--- config.mk ---
export PLATFORM = sky130hd
export DESIGN_NAME = mod_add_sched
export DESIGN_NICKNAME = d
export VERILOG_FILES = /design/src/rtl/mod_add_sched_pkg.sv /design/src/rtl/tag_fifo.sv /design/src/rtl/mod_add_sched.sv
export SDC_FILE = /design/constraint.sdc
export NUM_CORES = 1
export LEC_CHECK = 0
export ABC_AREA = 1
export CORE_AREA = 8 8 153 155
export CTS_CLUSTER_DIAMETER = 150
export DETAILED_ROUTE_END_ITERATION = 7
export DIE_AREA = 0 0 161 163
export HOLD_SLACK_MARGIN = 0.06
export MAX_ROUTING_LAYER = met4
export PLACE_DENSITY_LB_ADDON = 0.15
export SLEW_MARGIN = 20
export SYNTH_ARGS = -nofsm -noshare
export SYNTH_HDL_FRONTEND = slang
export SYNTH_SLANG_ARGS = --single-unit
--- constraint.sdc ---
create_clock -name aclk -period 3.8 [get_ports aclk]
set_input_delay 0.95 -clock aclk [delete_from_list [all_inputs] [get_ports aclk]]
set_output_delay 0.95 -clock aclk [all_outputs]
set_load 0.05 [all_outputs]
--- src/rtl/mod_add_sched_pkg.sv ---
// rtl/mod_add_sched_pkg.sv - shared tag type and round-robin grant helper for mod_add_sched
package mod_add_sched_pkg;

    localparam int MAX_REQ   = 16;
    localparam int PKG_TAG_W = $clog2(MAX_REQ);

    typedef logic [PKG_TAG_W-1:0] tag_t;

    // Bits above the real requester count are zero, so wrapping at MAX_REQ
    // yields the same grant as wrapping at N_REQ.
    function automatic tag_t next_rr(input tag_t ptr, input logic [MAX_REQ-1:0] valid);
        tag_t idx;
        next_rr = ptr;
        for (int i = MAX_REQ - 1; i >= 0; i--) begin
            idx = ptr + tag_t'(i);
            if (valid[idx]) next_rr = idx;
        end
    endfunction

endpackage

--- src/rtl/tag_fifo.sv ---
// rtl/tag_fifo.sv - synchronous first-word-fall-through FIFO holding requester tags
module tag_fifo #(
    parameter int DEPTH = 4,
    parameter int W     = 2
) (
    input  logic         aclk,
    input  logic         areset,
    input  logic         push,
    input  logic         pop,
    input  logic [W-1:0] din,
    output logic [W-1:0] dout,
    output logic         empty,
    output logic         full
);

    localparam int PW = (DEPTH > 1) ? $clog2(DEPTH) : 1;
    localparam int CW = $clog2(DEPTH + 1);
    localparam logic [PW-1:0] LAST_PTR = PW'(DEPTH - 1);
    localparam logic [CW-1:0] FULL_CNT = CW'(DEPTH);

    logic [W-1:0]  mem [DEPTH];
    logic [PW-1:0] wr_ptr;
    logic [PW-1:0] rd_ptr;
    logic [CW-1:0] count;
    logic          do_push;
    logic          do_pop;

    assign empty   = (count == '0);
    assign full    = (count == FULL_CNT);
    assign do_pop  = pop && !empty;
    assign do_push = push && (!full || do_pop);
    assign dout    = mem[rd_ptr];

    always_ff @(posedge aclk) begin
        if (do_push) mem[wr_ptr] <= din;
    end

    always_ff @(posedge aclk) begin
        if (areset) begin
            wr_ptr <= '0;
            rd_ptr <= '0;
            count  <= '0;
        end else begin
            if (do_push) wr_ptr <= (wr_ptr == LAST_PTR) ? '0 : wr_ptr + PW'(1);
            if (do_pop)  rd_ptr <= (rd_ptr == LAST_PTR) ? '0 : rd_ptr + PW'(1);
            case ({do_push, do_pop})
                2'b10:   count <= count + CW'(1);
                2'b01:   count <= count - CW'(1);
                default: count <= count;
            endcase
        end
    end

endmodule

--- src/rtl/mod_add_sched.sv ---
// rtl/mod_add_sched.sv - round-robin scheduler sharing one adder_pipe among N_REQ requesters
module mod_add_sched
    import mod_add_sched_pkg::*;
#(
    parameter int N_REQ        = 4,
    parameter int C_DATA_WIDTH = 32,
    parameter int MAX_INFLIGHT = 4,
    parameter int TAG_W        = $clog2(N_REQ),
    parameter int CNT_W        = $clog2(MAX_INFLIGHT + 1)
) (
    input  logic                                aclk,
    input  logic                                areset,
    input  logic [N_REQ-1:0]                    req_valid,
    input  logic [N_REQ-1:0][C_DATA_WIDTH-1:0]  req_a,
    input  logic [N_REQ-1:0][C_DATA_WIDTH-1:0]  req_b,
    output logic [N_REQ-1:0]                    req_ready,
    output logic [N_REQ-1:0]                    rsp_valid,
    output logic [C_DATA_WIDTH-1:0]             rsp_data,
    input  logic [N_REQ-1:0]                    rsp_ready,
    output logic [1:0]                          add_s_tvalid,
    output logic [1:0][C_DATA_WIDTH-1:0]        add_s_tdata,
    input  logic [1:0]                          add_s_tready,
    input  logic                                add_m_tvalid,
    input  logic [C_DATA_WIDTH-1:0]             add_m_tdata,
    output logic                                add_m_tready,
    output logic [CNT_W-1:0]                    inflight,
    output logic                                err_orphan
);

    localparam logic [CNT_W-1:0] CNT_MAX  = CNT_W'(MAX_INFLIGHT);
    localparam logic [TAG_W-1:0] LAST_REQ = TAG_W'(N_REQ - 1);

    logic                    stg_valid;
    logic [C_DATA_WIDTH-1:0] stg_a;
    logic [C_DATA_WIDTH-1:0] stg_b;
    logic [TAG_W-1:0]        stg_tag;
    logic [TAG_W-1:0]        rr_ptr;
    logic [TAG_W-1:0]        grant;
    logic [TAG_W-1:0]        head;
    logic [MAX_REQ-1:0]      valid_ext;
    logic                    issue;
    logic                    load;
    logic                    rsp_hs;
    logic                    fifo_empty;
    logic                    fifo_full;
    logic                    unused_tready;

    assign unused_tready = add_s_tready[1] ^ fifo_full;

    always_comb begin
        valid_ext = '0;
        valid_ext[N_REQ-1:0] = req_valid;
    end

    assign grant = TAG_W'(next_rr(tag_t'(rr_ptr), valid_ext));
    assign issue = stg_valid && add_s_tready[0];
    // Credit is judged on the pre-update count, so a pop frees a slot only from the next cycle.
    assign load  = (!stg_valid || issue) && (inflight < CNT_MAX) && (|req_valid);

    always_comb begin
        req_ready = '0;
        if (load) req_ready[grant] = 1'b1;
    end

    assign add_s_tvalid   = {2{stg_valid}};
    assign add_s_tdata[0] = stg_a;
    assign add_s_tdata[1] = stg_b;

    always_comb begin
        rsp_valid = '0;
        if (add_m_tvalid && !fifo_empty) rsp_valid[head] = 1'b1;
    end

    assign add_m_tready = rsp_ready[head] && !fifo_empty;
    assign rsp_data     = add_m_tdata;
    assign rsp_hs       = add_m_tvalid && add_m_tready;

    always_ff @(posedge aclk) begin
        if (areset) begin
            stg_valid <= 1'b0;
            stg_a     <= '0;
            stg_b     <= '0;
            stg_tag   <= '0;
            rr_ptr    <= '0;
        end else if (load) begin
            stg_valid <= 1'b1;
            stg_a     <= req_a[grant];
            stg_b     <= req_b[grant];
            stg_tag   <= grant;
            rr_ptr    <= (grant == LAST_REQ) ? '0 : grant + TAG_W'(1);
        end else if (issue) begin
            stg_valid <= 1'b0;
        end
    end

    always_ff @(posedge aclk) begin
        if (areset) begin
            inflight   <= '0;
            err_orphan <= 1'b0;
        end else begin
            case ({load, rsp_hs})
                2'b10:   inflight <= inflight + CNT_W'(1);
                2'b01:   inflight <= inflight - CNT_W'(1);
                default: inflight <= inflight;
            endcase
            if (add_m_tvalid && fifo_empty) err_orphan <= 1'b1;
        end
    end

    tag_fifo #(
        .DEPTH (MAX_INFLIGHT),
        .W     (TAG_W)
    ) u_tag_fifo (
        .aclk   (aclk),
        .areset (areset),
        .push   (issue),
        .pop    (rsp_hs),
        .din    (stg_tag),
        .dout   (head),
        .empty  (fifo_empty),
        .full   (fifo_full)
    );

endmodule
### Yosys cells after proc, flatten, opt, wreduce, memory -nomap -nowiden

Memories as Yosys holds them, arrays and structs flattened. A register that Yosys moved wholly into a read port is not among the register bits.
Index checks and enable logic that the tools add are counted.

* RAM bits: 8
* logic and storage cells: 154
* output and inout port bits: 111
* memories kept: 1
* bits in registers: 80
* bits of input ports: 301

Memory list
* u_tag_fifo.mem: words 4, bits a word 2, read ports 1, clocked after Yosys merged registers in 1, write ports 1, RTL line tag_fifo.sv:21 `logic [W-1:0] mem [DEPTH];`

* add/subtract/negate cells: 22
* multiplexer cells: 71
* order comparisons: 21
* reductions and logical operators: 21
* equality and inequality tests: 8

Operators with widths (count)
* 32-bit binary-select mux with 2-bit select: 2
* 32-bit two-way mux: 2
* 1-bit binary-select mux with 4-bit select: 15
* 4-bit by 5-bit < comparator with 1-bit output, second input constant: 12
* 2-bit two-way mux: 21
* 1-bit two-way mux: 23
* 2-bit by 3-bit adder with 4-bit output, second input constant: 4
* 2-bit by 4-bit adder with 4-bit output, second input constant: 4
* 3-bit by 5-bit < comparator with 1-bit output, second input constant: 3
* 3-bit case mux with 2 select lines: 2
* 1-bit logical AND: 11
* 2-bit equality test, second input constant: 5
* 3-bit by 3-bit adder with 4-bit output, second input constant: 2
* 4-bit two-way mux: 2
* 2-bit by 1-bit adder with 2-bit output, second input constant: 3
* 2-bit by 2-bit adder with 3-bit output, second input constant: 2
* 3-bit by 1-bit adder with 3-bit output, second input constant: 2
* 2-bit by 3-bit < comparator with 1-bit output, second input constant: 2
* 2-bit nonzero test: 3
* 3-bit by 1-bit subtractor with 3-bit output, second input constant: 2
* 2-bit by 5-bit < comparator with 1-bit output, second input constant: 1
* 3-bit by 1-bit adder with 4-bit output, second input constant: 1
* 3-bit by 2-bit adder with 4-bit output, second input constant: 1
* 1-bit binary-select mux with 2-bit select: 2
* 10 further kinds: 16

### Longest topological paths before layout

Gate-level depths: netlist of run 1.

* depth in word-level cells: 24
* mapped depth: 17
* mapped depth without buffers: 17

### By module

From an unflattened synthesis of run 1, not the netlist that was laid out.

* cells, all modules: 1238
* area total of the unflattened synthesis: 7243.2 µm²

By module, submodules not included
* mod_add_sched: instances 1, cells an instance 1152, seq. area each 1461.4 µm², area an instance 6391.1 µm²
* tag_fifo: instances 1, cells an instance 86, seq. area each 420.4 µm², area an instance 852.1 µm²

### Worst setup path after synthesis of run 1

No wires, ideal clock.

* kind: input to output
* from: input port req_valid[1]
* to: output port req_ready[1]
* stages: 10
* buffers on the path: 1
* required time: 2850 ps
* setup slack: 13 ps
* arrival: 2837 ps
* path through: inv_1 > nand2_1 > nand3_1 > nand2_1 > nor2_2 > nand3_2 > nand2_4 > inv_1 > buf_4 > nor3_1

* longest elaborated chain between the ends: 23
* elaborated cells between the ends (all ways): 56
* classes of those cells: order compare (2); mux (51); reduce/logical (3)

Ends and longest elaborated chain
* start, declared: RTL line mod_add_sched.sv:13 `input logic [N_REQ-1:0] req_valid,`
* 1-bit binary-select mux with 4-bit select: RTL line mod_add_sched_pkg.sv:16 `if (valid[idx]) next_rr = idx;`
* 1-bit two-way mux (implied by the code): RTL line mod_add_sched_pkg.sv:16
* 2-bit two-way mux (16 in a row): RTL line mod_add_sched_pkg.sv:16
* 2-bit by 3-bit < comparator with 1-bit output (implied by the code) / 2-bit by 1-bit greater-or-equal comparator with 1-bit output (equally long branches): RTL line mod_add_sched.sv:62 `if (load) req_ready[grant] = 1'b1;`
* 1-bit logical AND (implied by the code): RTL line mod_add_sched.sv:62
* 1-bit two-way mux (implied by the code): RTL line mod_add_sched.sv:62
* 1-bit demux with 2-bit select: RTL line mod_add_sched.sv:62
* 4-bit two-way mux (*): RTL line mod_add_sched.sv:62
* end, declared: RTL line mod_add_sched.sv:16 `output logic [N_REQ-1:0] req_ready,`

Every way passes the cells marked *; elsewhere a longest branch is shown, timed or not. The select of a mux whose other input is x is not followed.

### Worst setup path in the final report of run 1

* from: input port req_valid[0]
* to: output port req_ready[3]

The elaborated chain is that of the path after synthesis.

==> results.md, run 1 <==
- Cell at the slowest stage of the critical path: clkdlybuf4s50_1
- Final hold vios: 0
- Max-slew headroom: 56.3%
- Yosys top cell area share: 22.6%
- Sink Count: 90
- Reg clk slew, reported paths: 80 ps
- IO Count: 412
- NumNets Final: 1811
- Crit-path cells: clkdlybuf4s50_1 > nand2_1 > nand2_2 > nor2_1 > nor2_2 > nand3_2 > nand2_4 > ha_1 > inv_1 > nor2_2 > buf_12
- Drt via density: 4.54
- Worst Tran Pin Value: 656 ps
- Drt first pass iters: 5
- Via count: 8081
- Layout cell share with drive strength beyond 1: 3.99%
- Critical Path RT: 2850 ps
- Cell Rows: 53
- Yosys cell types: 29
- # Max-Cap Violations: 0
- Max rail drop VDD: 0.669 mV
- Pins Over Slew Limit: 0
- Most used cell, CP: nor2_2
- Final TNS setup: 0 ps
- #FFs+latches synth: 90
- Initial antenna violation count: 0
- Post-synth EDFFs: 8
- Main combinational cell family by area after synthesis: simple AND/OR/NAND/NOR gates
- CP endpoint kind: output pin
- Die H: 163 µm
- CTS Hold Bufs: 0
- Die area: 0.0262 mm²
- Leakage power: 5.61 nW
- Post-synth top cells: nand2_1, inv_1, nand3_1
- Ant. Diodes: 0
- PortBufs: 346
- Initial Util: 34.9%
- Iteration-0 DRC Markers: 508
- Status: complete, no violations
- Worst-Skew Late Latency: 350 ps
- Filler cell count: 2150
- Power density over the cells: 810 mW/mm²
- Comb pwr share: 73.0%
- RSZ-0062 raised after global routing: false
- CTS root buf: clkbuf_16
- Cells after Synth: 1230
- CP delay by family, top: simple AND/OR/NAND/NOR gates
- # resized after CTS: 0
- Syn_nets: 1543
- Synth Area in Simple Gates: 46.9%
- XOR/XNOR share of the synthesized area: 0%
- Final Skew: 11.1 ps
- Core box area: 0.0208 mm²
- Avg Cell Area, Syn: 5.91 µm²
- First-pass GRT wire length: 43200 µm
- Util after Layout: 52.5%
- Adder-cell area share of the yosys netlist: 2.27%
- Worst min path class: reg -> reg
- GRT Total Usage: 21.3%
- Final worst path period share: 95.0%
- Post-route antenna net violation count: 0
- Register area share after synthesis: 25.9%
- Setup crit start kind: input pin
- Switching Share: 55.3%
- Buf+Inv Stages, Crit Path: 3
- Cell accounting for the most synthesized area: dfxtp_1
- Post-Syn Area: 0.00727 mm²
- Cts bufs inserted: 9
- Synth warn: 0
- RD Place Congestion: 0.843
- Ys flop type: dfxtp_1
- Flop pwr share: 16.8%
- Compound-gate portion of the synthesized area: 2.19%
- Worst path max stage delay: 510 ps
- CP Class: in -> out
- Arrival @ worst endpoint: 2660 ps
- Internal: 3.96 mW
- Peak Freq: 277 MHz
- Power share of the clock group: 10.2%
- H-tree lvl count: 3
- Asr flop ratio synth: 0%
- Grt ovf: 0
- Most frequent cell after synthesis: nand2_1
- Post-CTS Setup Inserts: 0
- Multiplexer share of the synthesized area: 0%
- Crit path max fanout: 6
- Remaining DRCs: 0
- Final min period: 3610 ps
- Drt wl/cell: 15.8 µm
- Vias in the first global route: 7925
- WL final: 28100 µm
- Setup-failing EPs final: 0
- Largest net degree at the start of global routing: 108
- Ranking of synthesized cells by area: dfxtp_1, nand2_1, nand3_1
- R2r setup slk: 970 ps
- P&R area growth vs syn: 50.5%
- CTS tree: done
- CTS max path bufs: 2
- NetSw: 4.90 mW
- DP HPWL: 20600 µm
- Die width: 161 µm
## registers in the layout (all words and copies together), names as in the netlist, named ones only
| signal | count |
|---|---|
| stg_b | 32 |
| u_tag_fifo.mem | 8 |
| stg_a | 32 |
| stg_valid | 1 |
| inflight | 3 |
| err_orphan | 1 |
| u_tag_fifo.rd_ptr | 2 |
| u_tag_fifo.count | 3 |
| rr_ptr | 2 |
| stg_tag | 2 |
| u_tag_fifo.wr_ptr | 2 |
## layer usage
| metal | up-vias | part of all wire (%) | global-route usage [%] |
|---|---|---|---|
| met4 | 0 | 2.9 | 7.74 |
| met3 | 53 | 9.5 | 8.19 |
| li1 | 4268 | - | - |
| met2 | 273 | 49 | 35.8 |
| met5 | - | 0 | - |
| met1 | 3487 | 39 | 22.6 |
## path summary, 6_finish.rpt
kind,start,endpoint,depth (start not counted)
hold / removal,err_orphan,err_orphan,2
setup reg to reg,flop,u_tag_fifo.count[2],15
setup / recovery,req_valid[0],req_ready[3],11
hold reg to reg,err_orphan,err_orphan,2
## cells in the final DEF, fill, tap and decap left out, types with 3 or more instances in the layout
master / instances
nand2_2: 3
nand2_1: 272
a21oi_1: 15
clkbuf_16: 9
ha_1: 10
buf_4: 23
nand4_1: 23
nand3_1: 205
dfxtp_1: 82
clkdlybuf4s50_1: 336
nor2_1: 110
nand3b_1: 93
clkinv_4: 3
o21ai_0: 13
inv_1: 266
nor3_1: 5
buf_12: 4
edfxtp_1: 8
## power by group through the flow
stage	clock network (mW)	logic (mW)	registers, mW
after floorplan	0	3.79	2.42
after global placement	0	6.45	1.49
after detailed placement	0	6.46	1.50
after CTS	0.940	6.49	1.49
after global routing	0.975	7.13	1.53
final	0.907	6.47	1.48
## final cells by class
cell class                      count  area, µm²  area share [%]
Clock buffer                        9        225            2.06
Clock inverter                      7       71.3           0.652
Inverter                          270       1010            9.27
Multi-Input combinational cell    762       3760            34.3
Sequential cell                    90       1880            17.2
Tap cell                          275        344            3.14
Timing Repair Buffer              365       3650            33.3
## worst register-to-register path: cells and delay by family (launching register included)
family          cells  cell delay (ps)
compound gates      5              770
flops               1              400
fa+ha+maj           2              560
buf+inv             2              170
simple gates        6              820
## through the flow
step	instance area (µm²)	power (mW)	std cells	setup slack [ps]	hold slack (ps)
4_1_cts	10900	8.92	1777	119	459
5_1_grt	10900	9.63	1778	23.3	499
3_5_place_dp	10600	7.96	1761	148	447
3_3_place_gp	10600	7.94	1761	137	437
6_report	10900	8.86	1778	190	453
2_1_floorplan	7270	6.22	1230	12.9	460
## logic make-up after synthesis
logic type	Yosys count
adder cells (fa/ha/maj)	12
buffers and inverters	378
AO/OA/AOI/OAI	30
AND/OR/NAND/NOR	720
flip-flops	90
Note: power is estimated with default switching activity, not from simulation.
==> run 2: changes to the inputs <==
--- a/config.mk
+++ b/config.mk
@@ -13,7 +13,8 @@
 export HOLD_SLACK_MARGIN = 0.06
 export MAX_ROUTING_LAYER = met4
 export PLACE_DENSITY_LB_ADDON = 0.15
-export SLEW_MARGIN = 20
+export RECOVER_POWER = 100
+export SETUP_SLACK_MARGIN = 0.5
 export SYNTH_ARGS = -nofsm -noshare
 export SYNTH_HDL_FRONTEND = slang
 export SYNTH_SLANG_ARGS = --single-unit
==> run 2 against run 1 <==
Effect of this change:
- power barely moved
- sequential share of layout area barely moved
- clock power barely moved
- worst setup slack improved by 200 ps
- final cell count rose by 0.28%
- critical path depth fell by 4
- fmax rose by 5.9%
- hold slack improved by 12 ps
- the flow now finishes with violations (max-capacitance violations, max-slew violations)
- via count rose by 1.6%
- register-to-register slack got worse by 140 ps
==> results.md, run 2 (synthesized netlist as in run 1, its figures left out) <==
- CTS tree: done
- Buf+Inv Stages, Crit Path: 4 (+1)
- Iteration-0 DRC Markers: 525 (+3.3%)
- Highest-count cells in the layout ignoring fill and taps: nand2_1, inv_1, clkdlybuf4s50_1
- Top Registers: stg_a x32, stg_b x32, u_tag_fifo.mem x8
- R2r setup slk: 830 ps (-140 ps)
- Vias in the first global route: 7951 (+0.33%)
- CTS root buf: clkbuf_16
- Final worst path period share: 89.7% (-5.3 points)
- Crit-path cells: clkdlybuf4s50_1 > nor2_1 > inv_1 > nand3_1 > buf_4 > nor2_4 > buf_12
- Die width: 161 µm (unchanged)
- Max-slew headroom: -79.0% (-140 points)
- Final min period: 3410 ps (-201 ps)
- Crit path max fanout: 6 (unchanged)
- Drt via density: 4.61 (+1.3%)
- Status: finished, violations left
- Cell at the slowest stage of the critical path: clkdlybuf4s50_1
- Die H: 163 µm (unchanged)
- Drt first pass iters: 5 (unchanged)
- Top routing layer used: met4
- RSZ-0062 raised after global routing: true
- R2R depth: 11 (-4)
- Failing checks: max-capacitance violations, max-slew violations
- RD Place Congestion: 0.855 (+1.5%)
- Util after Layout: 52.8% (+0.22 points)
- Setup crit start kind: input pin
- DP HPWL: 20900 µm (+1.4%)
- Worst path max stage delay: 470 ps (-40 ps)
- Hold path depth: 2 (unchanged)
- Sink Count: 90 (unchanged)
- Core box area: 0.0208 mm² (unchanged)
- Pins Over Slew Limit: 49 (+49)
- Worst Tran Pin Value: 2680 ps (+2030 ps)
- # Max-Cap Violations: 1 (+1)
- Cell Rows: 53 (unchanged)
- H-tree lvl count: 3 (unchanged)
- PortBufs: 346 (unchanged)
- Hold path endpoint: err_orphan
- Via count: 8211 (+1.6%)
- Peak Freq: 293 MHz (+5.9%)
- Die area: 0.0262 mm² (unchanged)
- Crit path launch: add_s_tready[0]
- Power density over the cells: 806 mW/mm² (-0.43%)
- GRT Total Usage: 21.8% (+0.49 points)
- Setup-failing EPs final: 0 (unchanged)
- Arrival @ worst endpoint: 2460 ps (-200 ps)
- First-pass GRT wire length: 44000 µm (+1.8%)
- Most common cell after layout, fill and taps aside: nand2_1
- Critical Path RT: 2850 ps (about the same)
- CP endpoint kind: output pin
- Final hold vios: 0 (unchanged)
- Cts bufs inserted: 9 (unchanged)
- NumNets Final: 1812 (+0.055%)
- Final TNS setup: 0 ps (unchanged)
- R2R Path End: stg_a[17]
- IO Count: 412 (unchanged)
- Initial antenna violation count: 4 (+4)
- Hold Crit Start: err_orphan
- Post-route antenna net violation count: 0 (unchanged)
- Leakage power: 5.73 nW (+2.2%)
- P&R area growth vs syn: 51.2%
- R2R Path Start: rr_ptr[0]
- CP delay by family, top: buffers and inverters
- Worst min path class: reg -> reg
- CTS max path bufs: 2 (unchanged)
- Remaining DRCs: 0 (unchanged)
- Largest net degree at the start of global routing: 108 (unchanged)
- WL met1: 11200 µm (+2.4%)
- Max rail drop VDD: 0.639 mV (-4.5%)
- Layout cell share with drive strength beyond 1: 4.65% (+0.66 points)
- Initial Util: 34.9% (unchanged)
- Routed length on met2: 14500 µm (+6.0%)
- Drt wl/cell: 16.1 µm (+1.6%)
- Grt ovf: 0 (unchanged)
- CP Class: in -> out
- Worst-Skew Late Latency: 350 ps (about the same)
- Reg clk slew, reported paths: 70 ps (about the same)
- WL final: 28700 µm (+1.9%)
- Detailed route wirelength on metal3: 2390 µm (-10%)
- Final Skew: 11.7 ps (+0.558 ps)
## run 2: changes by cell type in the layout (fill, tap and decap cells not counted), sizes merged
cell	delta
dlygate4sd2	+5
clkdlybuf4s50	-76
clkinv	-2
clkinvlp	+2
buf	-9
clkbuf	+9
dlygate4sd3	+72
diode	+4
## run 2: area by class of cell
type	instances	area, µm²
Antenna cell	4	10.0
Clock buffer	9	225
Clock inverter	7	71.3
Fill cell	2154	9830
Inverter	270	1020
Multi-Input combinational cell	762	3810
Sequential cell	90	1890
Tap cell	275	344
Timing Repair Buffer	366	3620
## run 2: worst min-delay path, stage by stage, from the launching register on
cell and delay, ps:
dfxtp_1 320, inv_1 50, a21oi_1 50
## run 2: power by group
group,switching [mW],leakage [nW],internal [mW],total (mW)
Clock,0.445,0.139,0.463,0.908
Combinational,4.34,4.83,2.14,6.47
Sequential,0.175,0.755,1.30,1.48
## run 2: worst max-delay path by stage
stage,cells after the start,end
after floorplan,10,req_ready[1]
after global placement,12,req_ready[1]
after detailed placement,13,req_ready[3]
after CTS,13,req_ready[0]
after global routing,10,stg_b[21]
final,7,req_ready[3]
## run 2: repair_timing
item	in CTS	in global routing
setup buffers	2	3
hold buffers	0	0
pin swaps	12	8
cloned	0	0
gates resized for setup	25	6
hold endpoints to repair	0	0
setup endpoints to repair	5	7
## run 2: metal layers
metal	global-route usage, %	up-vias
met2	37.4	276
met4	7.28	0
met3	7.36	30
li1	-	4276
met1	23.3	3629
met5	-	-
## run 2: metrics by stage
| step | instance area [µm²] | power [mW] | cells | hold slack (ps) | worst slack (ps) |
|---|---|---|---|---|---|
| after floorplan | 7290 | 6.24 | 1230 | 460 | 450 |
| after global placement | 10600 | 7.98 | 1758 | 461 | 234 |
| after detailed placement | 10600 | 8.04 | 1758 | 460 | 247 |
| after CTS | 11000 | 9.10 | 1776 | 471 | 513 |
| after global routing | 11000 | 9.67 | 1783 | 502 | 242 |
| final | 11000 | 8.86 | 1783 | 466 | 391 |
